<file path="src/rtl/mmio_gpio_bank.sv">
// rtl/mmio_gpio_bank.sv - memory-mapped GPIO output bank with 64-bit cycle counter and ID
// Optional: MMIO_GPIO_IN_EN adds a two-flop synchronised gpio_in readable at idx 62.
module mmio_gpio_bank #(
   parameter int          NUM_CH     = 2,
   parameter int          CH_W       = 8,
   parameter int          IO_SEL_BIT = 22,
   parameter logic [31:0] BANK_ID    = 32'h4750_0001
) (
   input  logic                     clk,
   input  logic                     rstn,
   input  logic [31:0]              addr,
   input  logic [31:0]              wdata,
   input  logic [3:0]               wmask,
   input  logic                     rstrb,
`ifdef MMIO_GPIO_IN_EN
   input  logic [CH_W-1:0]          gpio_in,
`endif
   output logic [31:0]              rdata,
   output logic                     rvalid,
   output logic [NUM_CH*CH_W-1:0]   gpio_out
);

   localparam logic [3:0] NUM_CH_L = 4'(NUM_CH);

   logic [CH_W-1:0] ch_q [NUM_CH];
   logic [63:0]     cyc_q;
   logic [31:0]     shadow_q;

   logic [5:0]      idx;
   logic [3:0]      ch;
   logic [1:0]      off;
   logic            sel, wr, rd, ch_hit, cyc_wr;
   logic [31:0]     lane_mask, wbits, rd_word, in_word;
   logic [CH_W-1:0] wm, wd, cur_ch, ch_next;
   logic            unused_bits;

   assign idx    = addr[7:2];
   assign ch     = idx[5:2];
   assign off    = idx[1:0];
   assign sel    = addr[IO_SEL_BIT];
   assign wr     = sel & (|wmask);
   assign rd     = sel & rstrb;
   assign ch_hit = (idx < 6'd60) && (ch < NUM_CH_L);
   assign cyc_wr = wr && (idx == 6'd60 || idx == 6'd61);

   assign unused_bits = ^{addr, wdata};

   // Lane enables are expanded to bits; anything above CH_W falls away here.
   assign lane_mask = {{8{wmask[3]}}, {8{wmask[2]}}, {8{wmask[1]}}, {8{wmask[0]}}};
   assign wbits     = wdata & lane_mask;
   assign wm        = lane_mask[CH_W-1:0];
   assign wd        = wbits[CH_W-1:0];

   always_comb begin
      cur_ch = '0;
      for (int c = 0; c < NUM_CH; c++)
         if (ch == 4'(c)) cur_ch = ch_q[c];
   end

   always_comb begin
      ch_next = cur_ch;
      case (off)
         2'd0:    ch_next = (cur_ch & ~wm) | wd;
         2'd1:    ch_next = cur_ch | wd;
         2'd2:    ch_next = cur_ch & ~wd;
         default: ch_next = cur_ch ^ wd;
      endcase
   end

`ifdef MMIO_GPIO_IN_EN
   logic [CH_W-1:0] in_meta_q, in_sync_q;

   always_ff @(posedge clk or negedge rstn) begin
      if (!rstn) begin
         in_meta_q <= '0;
         in_sync_q <= '0;
      end else begin
         in_meta_q <= gpio_in;
         in_sync_q <= in_meta_q;
      end
   end

   assign in_word = 32'(in_sync_q);
`else
   assign in_word = '0;
`endif

   always_comb begin
      rd_word = '0;
      if (ch_hit) begin
         rd_word = 32'(cur_ch);
      end else begin
         case (idx)
            6'd60:   rd_word = cyc_q[31:0];
            6'd61:   rd_word = shadow_q;
            6'd62:   rd_word = in_word;
            6'd63:   rd_word = BANK_ID;
            default: rd_word = '0;
         endcase
      end
   end

   // Reads sample pre-edge state, so a same-cycle write is not yet visible in rdata.
   always_ff @(posedge clk or negedge rstn) begin
      if (!rstn) begin
         rdata    <= '0;
         rvalid   <= 1'b0;
         cyc_q    <= '0;
         shadow_q <= '0;
         for (int c = 0; c < NUM_CH; c++) ch_q[c] <= '0;
      end else begin
         rvalid <= 1'b0;
         cyc_q  <= cyc_wr ? 64'd0 : cyc_q + 64'd1;
         if (rd) begin
            rvalid <= 1'b1;
            rdata  <= rd_word;
            if (idx == 6'd60) shadow_q <= cyc_q[63:32];
         end
         for (int c = 0; c < NUM_CH; c++)
            if (wr && ch_hit && ch == 4'(c)) ch_q[c] <= ch_next;
      end
   end

   for (genvar g = 0; g < NUM_CH; g++) begin : g_out
      assign gpio_out[g*CH_W +: CH_W] = ch_q[g];
   end

endmodule

</file>
<file path="config.mk">
export PLATFORM = sky130hd
export DESIGN_NAME = mmio_gpio_bank
export DESIGN_NICKNAME = d
export VERILOG_FILES = /design/src/rtl/mmio_gpio_bank.sv
export SDC_FILE = /design/constraint.sdc
export NUM_CORES = 1
export LEC_CHECK = 0
export ABC_AREA = 1
export BUFFER_PORTS_ARGS = -buffer_cell sky130_fd_sc_hd__buf_2
export CORE_MARGIN = 10
export CORE_UTILIZATION = 52
export DETAILED_ROUTE_END_ITERATION = 8
export PLACE_DENSITY = 0.83
export SLEW_MARGIN = 5
export SYNTH_ARGS = -nofsm -noshare
export SYNTH_HDL_FRONTEND = slang
export SYNTH_SLANG_ARGS = --single-unit
</file>
<file path="constraint.sdc">
create_clock -name clk -period 2.06 [get_ports clk]
set_input_delay 0.103 -clock clk [delete_from_list [all_inputs] [get_ports clk]]
set_output_delay 0.103 -clock clk [all_outputs]
set_load 0.01 [all_outputs]
</file>
==> run metrics, run 1 <==
startpoint types=flip-flop; Max-Slew Margin vs Limit=63.1%; register area share after synthesis=45.7%; synthesized area=7940 sq um; Routed Antenna Nets=0; Clock Skews=9.13 ps; Max stage delay on crit path=450 ps; slowest stage cell, crit path=dfrtp_1; final setup margin=218 ps; initial antenna violation count=0; maximum VDD drop=0.652 mV; CTS tree=built; worst r2r dst=cyc_q[58]; CP max FO=6; first-pass GRT wire length=38800 um; Final Power=8.21 mW; IO Port Bufs=70; R2R Path Start=cyc_q[0]; placed instance area=8660 sq um; drt wl/cell=16.7 um; Pleak=4.71 nW; Yosys top cell by area=dfrtp_1; Crit path arrival time=2210 ps; Worst Hold Launch=wdata[3]; final critical-path required period=1840 ps; Endpoint, Worst Hold=gpio_out[11]; Int Power=5.56 mW; starting density of the core=52.6%; Layout area overhead=16.7%; final hold vios=0; DRT Pass-1 Iters=8; IO Count=120; Worst Reg-to-Reg Cells=9; crit share post-route=89.4%; via count=7728; Final Util=61.5%; top post-synthesis cells by area=dfrtp_1, nand2_1, nor2_1; share of cells above drive strength 1=12.2%; # clock sinks=145; setup slack, reg-to-reg=220 ps; Largest delay share family, worst path=simple AND/OR/NAND/NOR gates; Clk Latency, worst-skew pair=440 ps; nets@finish=1304; Post-route DRC=0; number of global-route vias before repair=7550; Max Slew Vio Count=0; GPL Wtd Cong=1.03; Seq cells post-synth=145; share of Yosys cell area claimed by the top area cell type=45.7%; Detailed Place HPWL=18300 um; fmax=0.543 GHz; total CTS buffers=17; status=finished, final reports clean; Final setup viols=0; fin cells=1425; H-tree Lvls=4; post-synthesis average cell area=7.00 sq um; Switching Power=2.65 mW; Hold WC Path Type=in -> reg; CP Class=reg -> reg; Tot GR Track Use=24.2%; Die Y=144 um; Warnings, synthesis=0; post-synthesis net count=1215; Comb pwr share=15.7%; most frequent CP cell=nand2_1; Setup TNS=0 ps; CP Cell Sequence=ha_1, nand3_1, nor2_2, nand2_1, inv_2, nand2_1, o21ai_0, nand2_1, nor2_1; die area=20600 sq um; pre-CTS setup slack=238 ps; Power Density=885 nW/um^2; Worst Hold Slack=137 ps; worst-margin pin slew=553 ps; Root Buffer=clkbuf_16; Die X=144 um; Synth cell types=33; WP buf/inv=1; Design Area, Final=9270 sq um; post-synthesis instance total=1135; Max-Cap Viols=0; largest net degree at the start of global routing=59; worst hold path cell count=6; CP endpoint kind=flip-flop; placed insts=1392; Clk pwr share=38.7%; total congestion overflow=0; sequential share of power=45.5%; CP startpoint=cyc_q[0]; row cnt=45; vias per inst=5.42; Worst-path clk slew=60 ps; RSZ-0062 raised after global routing=false; Sw Share=32.3%; Iter 0 DRT Violations=805; CP required=2430 ps; # diodes=0; CTS Buffer Depth=2; WL final=23800 um; core area=15100 sq um
[tightest hold or removal path, stage by stage]
cell and delay [ps]:
buf_2 80, nand2_1 70, nand2_1 70, a21o_1 120
nand2_1 50, nand2_1 50
[final cells by class]
cell class	count	area [sq um]
Inverter	75	282
Clock buffer	19	453
Fill cell	1377	5820
Sequential cell	145	3630
Tap cell	188	235
Timing Repair Buffer	99	627
Multi-Input combinational cell	886	3900
Clock inverter	13	150
[layout by cell type, fill, tap and decap left out, types with 2 or more instances in the layout]
cell	n
and2_1	4
clkinv_4	3
nor3_1	4
buf_12	4
nand4_1	16
nand2_1	423
o21ai_0	83
buf_4	24
nor2_1	207
clkbuf_16	17
nor2_2	4
dfrtp_1	145
or2_2	4
xor2_1	14
nor2_4	2
inv_6	5
ha_1	9
o211ai_1	2
a21oi_1	20
clkbuf_8	2
buf_2	69
bufinv_16	2
inv_2	5
clkinvlp_4	2
a21o_1	13
mux2_2	3
o21ai_1	2
inv_1	69
nor3b_1	2
nand3_1	68
[cell families after synthesis]
family	share of synthesized area (%)
xor gates and xnor gates	1.65
buffers and inverters	5.28
muxes	0.425
adders and majority gates	1.42
AOI/OAI and AO/OA	8.32
DFF	45.7
and+or+nand+nor	37.2
[worst max-delay path by stage]
stage	cells past startpoint	endpoint	slack (ps)
global route	9	cyc_q[58]	40
detailed placement	9	cyc_q[58]	240
CTS	9	cyc_q[58]	220
floorplan	8	cyc_q[60]	430
global placement	8	cyc_q[32]	320
finish	9	cyc_q[58]	220
[synth_stat cells (all sizes together)]
master  count
a21o       13
nor3        4
nand2     424
dfrtp     145
a21oi      20
xor2       14
or2         4
clkinv      1
nand3      69
a31oi       1
a22oi       1
nor2      213
buf        16
and2        4
o211ai      2
o21ai      86
mux2        3
nor3b       2
nand4      16
inv        74
xnor2       1
clkbuf     13
ha          9
[registers in the layout, indices dropped and copies added, names as in the netlist]
name and flops:
cyc_q 64, rdata 32, rvalid 1, shadow_q 32, gpio_out 16
[repair_timing]
action	4_1_cts	5_1_grt
gates resized for setup	0	0
buffers inserted	0	0
hold buffers	1	0
endpoints found under the hold margin	52	0
[per-layer routing]
metal / up-vias / wire [um] / GRT usage [%]
met5: - / 0 / 0
met3: 63 / 1760 / 5.18
met4: 0 / 931 / 11.4
met1: 3581 / 10100 / 30.0
met2: 319 / 11000 / 39.4
li1: 3765 / - / -
[power groups by stage]
stage,logic (mW),clock network [mW],registers [mW]
2_1_floorplan,0.799,0,3.61
3_3_place_gp,1.23,0,3.75
3_5_place_dp,1.27,0,3.76
4_1_cts,1.29,3.19,3.72
5_1_grt,1.49,3.32,3.78
6_report,1.29,3.18,3.74
No activity file was read; power rests on OpenSTA's default activity.
==> run 2: changes to the inputs <==
CORE_UTILIZATION = 58   (was 52)
PLACE_DENSITY = 0.87   (was 0.83)
==> run 2 against run 1 <==
Compared with the run above: power decreased by 0.47%; combinational power about the same; critical endpoint is now cyc_q[63]; clock power about the same; highest routed layer unchanged; die area decreased by 8.9%; sequential power about the same; largest power group unchanged; critical path depth unchanged; cell count decreased by 1.1%.
==> run metrics, run 2 (synthesis gave the netlist of run 1 again) <==
worst r2r dst=cyc_q[63]; Reg with most FFs=cyc_q; R2R Path Start=cyc_q[0]; Tot GR Track Use=26.8%; initial antenna violation count=0; final hold vios=0; row cnt=42; Max-Cap Viols=0; Crit path arrival time=2250 ps; Pleak=4.68 nW; RSZ-0062 raised after global routing=false; die area=18800 sq um; CP endpoint kind=flip-flop; most frequent cells in the layout=nand2_1, nor2_1, dfrtp_1; # clock sinks=145; vias per inst=5.79; CTS Buffer Depth=2; status=finished, final reports clean; CP Cell Sequence=buf_4, nand3_1, inv_1, nand2_1, nor2_1, nand2_1, o21ai_0, nand2_1, nor2_1; fmax=0.534 GHz; IO Count=120; number of global-route vias before repair=7644; Worst Hold Launch=wdata[1]; startpoint types=flip-flop; # diodes=0; first-pass GRT wire length=39400 um; Worst-path clk slew=70 ps; Post-route DRC=0; final critical-path required period=1870 ps; DRT Pass-1 Iters=6; CTS tree=built; crit share post-route=90.9%; Endpoint, Worst Hold=gpio_out[1]; Routed Antenna Nets=0; H-tree Lvls=4; total congestion overflow=0; Max-Slew Margin vs Limit=61.4%; Die X=137 um; CP required=2430 ps; most frequent CP cell=nand2_1; Max stage delay on crit path=360 ps; maximum VDD drop=0.557 mV; fin cells=1410; Final setup viols=0; Iter 0 DRT Violations=1000; WL final=24900 um; nets@finish=1301; setup bufs post-CTS=0; Regs by FF count=cyc_q x64, rdata x32, shadow_q x32; Detailed Place HPWL=18300 um; drt wl/cell=17.7 um; most common cell after layout, fill and taps aside=nand2_1; CP max FO=5; worst-margin pin slew=579 ps; setup slack, reg-to-reg=190 ps; starting density of the core=59.5%; via count=8170; Layout area overhead=15.8%; IO Port Bufs=70; CP Class=reg -> reg; Max Slew Vio Count=0; Power Density=888 nW/um^2; Root Buffer=clkbuf_16; GPL Wtd Cong=0.993; share of cells above drive strength 1=12.2%; Die Y=137 um; Clk Latency, worst-skew pair=440 ps; worst hold path cell count=6; Clock Skews=8.86 ps; max reg flops=64; slowest stage cell, crit path=dfrtp_1; Worst Reg-to-Reg Cells=9; placed insts=1377; core area=13300 sq um; largest net degree at the start of global routing=59; Hold WC Path Type=in -> reg; Setup TNS=0 ps; total CTS buffers=17
==> run 2: critical path, delay by kind of cell, from the launching register on <==
kind / cells / cell delay, ps
buffers and inverters: 2 / 280
DFF: 1 / 360
AOI/OAI and AO/OA: 1 / 210
and+or+nand+nor: 6 / 950
==> run 2: worst max-delay path by stage <==
stage,from,endpoint,cells past startpoint
finish,cyc_q[0],cyc_q[63],9
global route,cyc_q[2],cyc_q[63],8
CTS,cyc_q[1],cyc_q[60],10
detailed placement,cyc_q[1],cyc_q[28],8
global placement,cyc_q[1],cyc_q[32],8
floorplan,cyc_q[0],cyc_q[60],8
==> run 2: area by class of cell <==
cell class,instances,area [sq um]
fillers,1095,4150
multi-input cells,886,3900
flip-flops and latches,145,3630
repair buffers,96,579
clock buffers,17,425
inverters,75,282
well taps,176,220
clock inverters,15,163
==> run 2: metrics by stage <==
step	util, %	setup slack (ps)	cell area (sq um)	power (mW)	hold slack, ps
after CTS	68.9	158	9200	8.13	133
after global routing	68.9	17.8	9200	8.49	177
after global placement	64.4	269	8600	4.92	105
after floorplan	-	432	7940	4.41	-193
after detailed placement	64.4	206	8600	4.99	109
final	68.9	187	9200	8.17	150
==> run 2: routing by layer <==
layer  vias up  global-route usage [%]  wire length [um]
met3        86                    6.09              2670
li1       3779                       -                 -
met1      3809                    34.4              9730
met4         0                    11.4               981
met5         -                       0                 0
met2       496                    42.6             11500
==> run 2: where the power goes <==
part / internal (mW) / switching [mW] / leakage (nW)
clock network: 1.72 / 1.43 / 0.285
registers: 3.25 / 0.490 / 1.88
logic: 0.422 / 0.857 / 2.51
==> run 2: timing repair <==
| action | CTS | global route |
|---|---|---|
| hold endpoints to repair | 53 | 0 |
| endpoints found under the setup margin | 0 | 8 |
| gates resized for setup | 0 | 2 |
| hold buffers | 1 | 0 |
==> run 3: changes to the inputs <==
ABC_AREA = unset   (was 1)
CAP_MARGIN = 30   (was unset)
CORE_UTILIZATION = 57   (was 58)
==> run 3 against run 2 <==
Compared with the run above: final area shrank 3.4%; hold slack improved by 4.9 ps; the flow now finishes with violations (negative setup slack); register-to-register slack lost 240 ps; area after synthesis shrank 9.4%; critical path depth is 3 lower.
==> run metrics, run 3 <==
status=complete, but fails checks; failing checks=negative setup slack; FF+latch area=3640 sq um; total CTS buffers=17; Root Buffer=clkbuf_16; CTS Buffer Depth=2; most common cell after layout, fill and taps aside=dfrtp_1; # clock sinks=145; WL final=21000 um; RSZ-0062 raised after global routing=true; maximum VDD drop=0.858 mV; drt wl/cell=21.4 um; Worst Hold Slack=155 ps; most frequent cells in the layout=dfrtp_1, buf_2, nand2_1; Largest delay share family, worst path=simple AND/OR/NAND/NOR gates; core area=12200 sq um; Hold WC Path Type=in -> reg; number of global-route vias before repair=6262; max reg flops=64; final critical-path required period=2110 ps; CP required=2390 ps; Max stage delay on crit path=490 ps; Die Y=132 um; final hold vios=0; Final setup viols=3; share of Yosys cell area claimed by the top area cell type=50.4%; GPL Wtd Cong=0.897; row cnt=40; Reg with most FFs=cyc_q; startpoint types=flip-flop; Pleak=4.08 nW; CP max FO=8; Max-Cap Viols=0; Die X=132 um; Yosys top cell by area=dfrtp_1; die area=17500 sq um; IO Port Bufs=70; synthesized area=7200 sq um; post-synthesis average cell area=10.4 sq um; CP Class=reg -> reg; largest net degree at the start of global routing=60; Synth cell types=42; post-synthesis net count=771; post-synthesis instance total=691; Crit path arrival time=2440 ps; number of synthesized flops with an enable pin=0; first-pass GRT wire length=32300 um; Max-Slew Margin vs Limit=60.1%; fmax=0.474 GHz; WP buf/inv=1; Power Density=1030 nW/um^2; vias per inst=6.48; Setup TNS=-57.9 ps; Detailed Place HPWL=13100 um; Clock Skews=10.6 ps; IO Count=120; slowest stage cell, crit path=or4_4; Filler cells=778; Synth async-reset ratio=100%; Warnings, synthesis=0; Routed Antenna Nets=0; Seq cells post-synth=145; Max Slew Vio Count=0; Layout area overhead=23.5%; total congestion overflow=0; Post-route DRC=0; H-tree Lvls=4; CP Cell Sequence=nand2_1, nor3_4, nand3_4, buf_12, or4_4, a21oi_2; # diodes=0; Iter 0 DRT Violations=755; initial antenna violation count=0; top post-synthesis cells by count=dfrtp_1, nand2_1, nor2_1; Tot GR Track Use=22.5%; via count=6362; main flop type after synthesis=dfrtp_1; CP endpoint kind=flip-flop; worst-margin pin slew=592 ps; share of cells above drive strength 1=30.0%; Regs by FF count=cyc_q x64, rdata x32, shadow_q x32; DRT Pass-1 Iters=5; crit share post-route=102%; top post-synthesis cells by area=dfrtp_1, mux2_2, mux2i_1; pre-CTS setup slack=29.8 ps; final setup margin=-51.4 ps; Worst-path clk slew=60 ps; CTS tree=built; register area share after synthesis=50.4%; Multi-input gate area=3440 sq um; nets@finish=881; Clk Latency, worst-skew pair=430 ps; most common cell in the netlist=dfrtp_1; starting density of the core=58.9%
-- run 3: changes by cell type after synthesis, moves of 11 or more --
cell      previous run  this run
or3_1                0        15
or4_1                0        23
o22ai_1              0        14
o31ai_1              0        28
mux2_2               3        48
clkbuf_1            13        24
nand2_1            423        68
nor2_1             208        60
nand3_1             68        25
a21oi_1             20        39
mux2i_1              0        34
inv_1               69         9
o21ai_0             83        36
a21o_1              13         0
-- run 3: power by group --
part / internal [mW] / switching [mW] / leakage, nW
clock network: 2.06 / 1.24 / 0.295
logic: 0.826 / 1.01 / 1.93
registers: 3.42 / 0.632 / 1.85
total: 6.31 / 2.88 / 4.08
-- run 3: cell type report --
cell class	instances	area share (%)
timing repair buffer	131	10.5
clock inverter	13	2.10
tap	168	2.36
multi-input combinational	496	38.8
sequential	145	40.9
clock buffer	19	4.98
inverter	10	0.422
-- run 3: what timing repair did --
item,4_1_cts,5_1_grt
gates cloned,0,2
pin swaps,1,7
endpoints found under the setup margin,1,26
setup buffers,0,9
hold buffers,1,0
hold endpoints to repair,43,0
gates resized for setup,6,20
-- run 3: layer usage --
metal | up-vias | global-route usage [%] | routed length, um
met1 | 3125 | 26.9 | 7830
met2 | 398 | 37.2 | 10500
met3 | 101 | 5.98 | 1810
met4 | 0 | 10.2 | 884
met5 | - | 0 | 0
li1 | 2738 | - | -
-- run 3: logic make-up after synthesis --
| logic type | after synthesis | share of synthesized area (%) |
|---|---|---|
| compound gates | 127 | 10.7 |
| flops | 145 | 50.4 |
| simple gates | 251 | 18.9 |
| buf+inv | 50 | 2.90 |
| mux | 82 | 12.2 |
| fa+ha+maj | 9 | 1.56 |
| xor+xnor | 27 | 3.29 |
-- run 3: path summary, 6_finish.rpt --
check,from,endpoint,slack (ps),cells past startpoint
min,addr[5],rdata[24],150,4
min in group asynchronous,rstn,shadow_q[11],170,2
max in group asynchronous,rstn,cyc_q[24],1210,3
max reg2reg,cyc_q[27],cyc_q[49],-50,6
min reg2reg,rdata[28],rdata[28],480,2
max,cyc_q[27],cyc_q[49],-50,6
-- run 3: through the flow --
stage	utilization (%)	area, sq um	power [mW]	std cells
5_1_grt	72.8	8890	9.56	982
2_1_floorplan	-	7200	4.91	691
4_1_cts	71.2	8690	9.04	971
6_report	72.8	8890	9.19	982
3_5_place_dp	65.7	8030	5.71	938
3_3_place_gp	65.7	8030	5.54	938
-- run 3: worst reg2reg max path, stage by stage (launching register included) --
cell     delay (ps)
dfrtp_1         440
nand2_1         210
nor3_4          340
nand3_4         160
buf_12          190
or4_4           490
a21oi_2         190
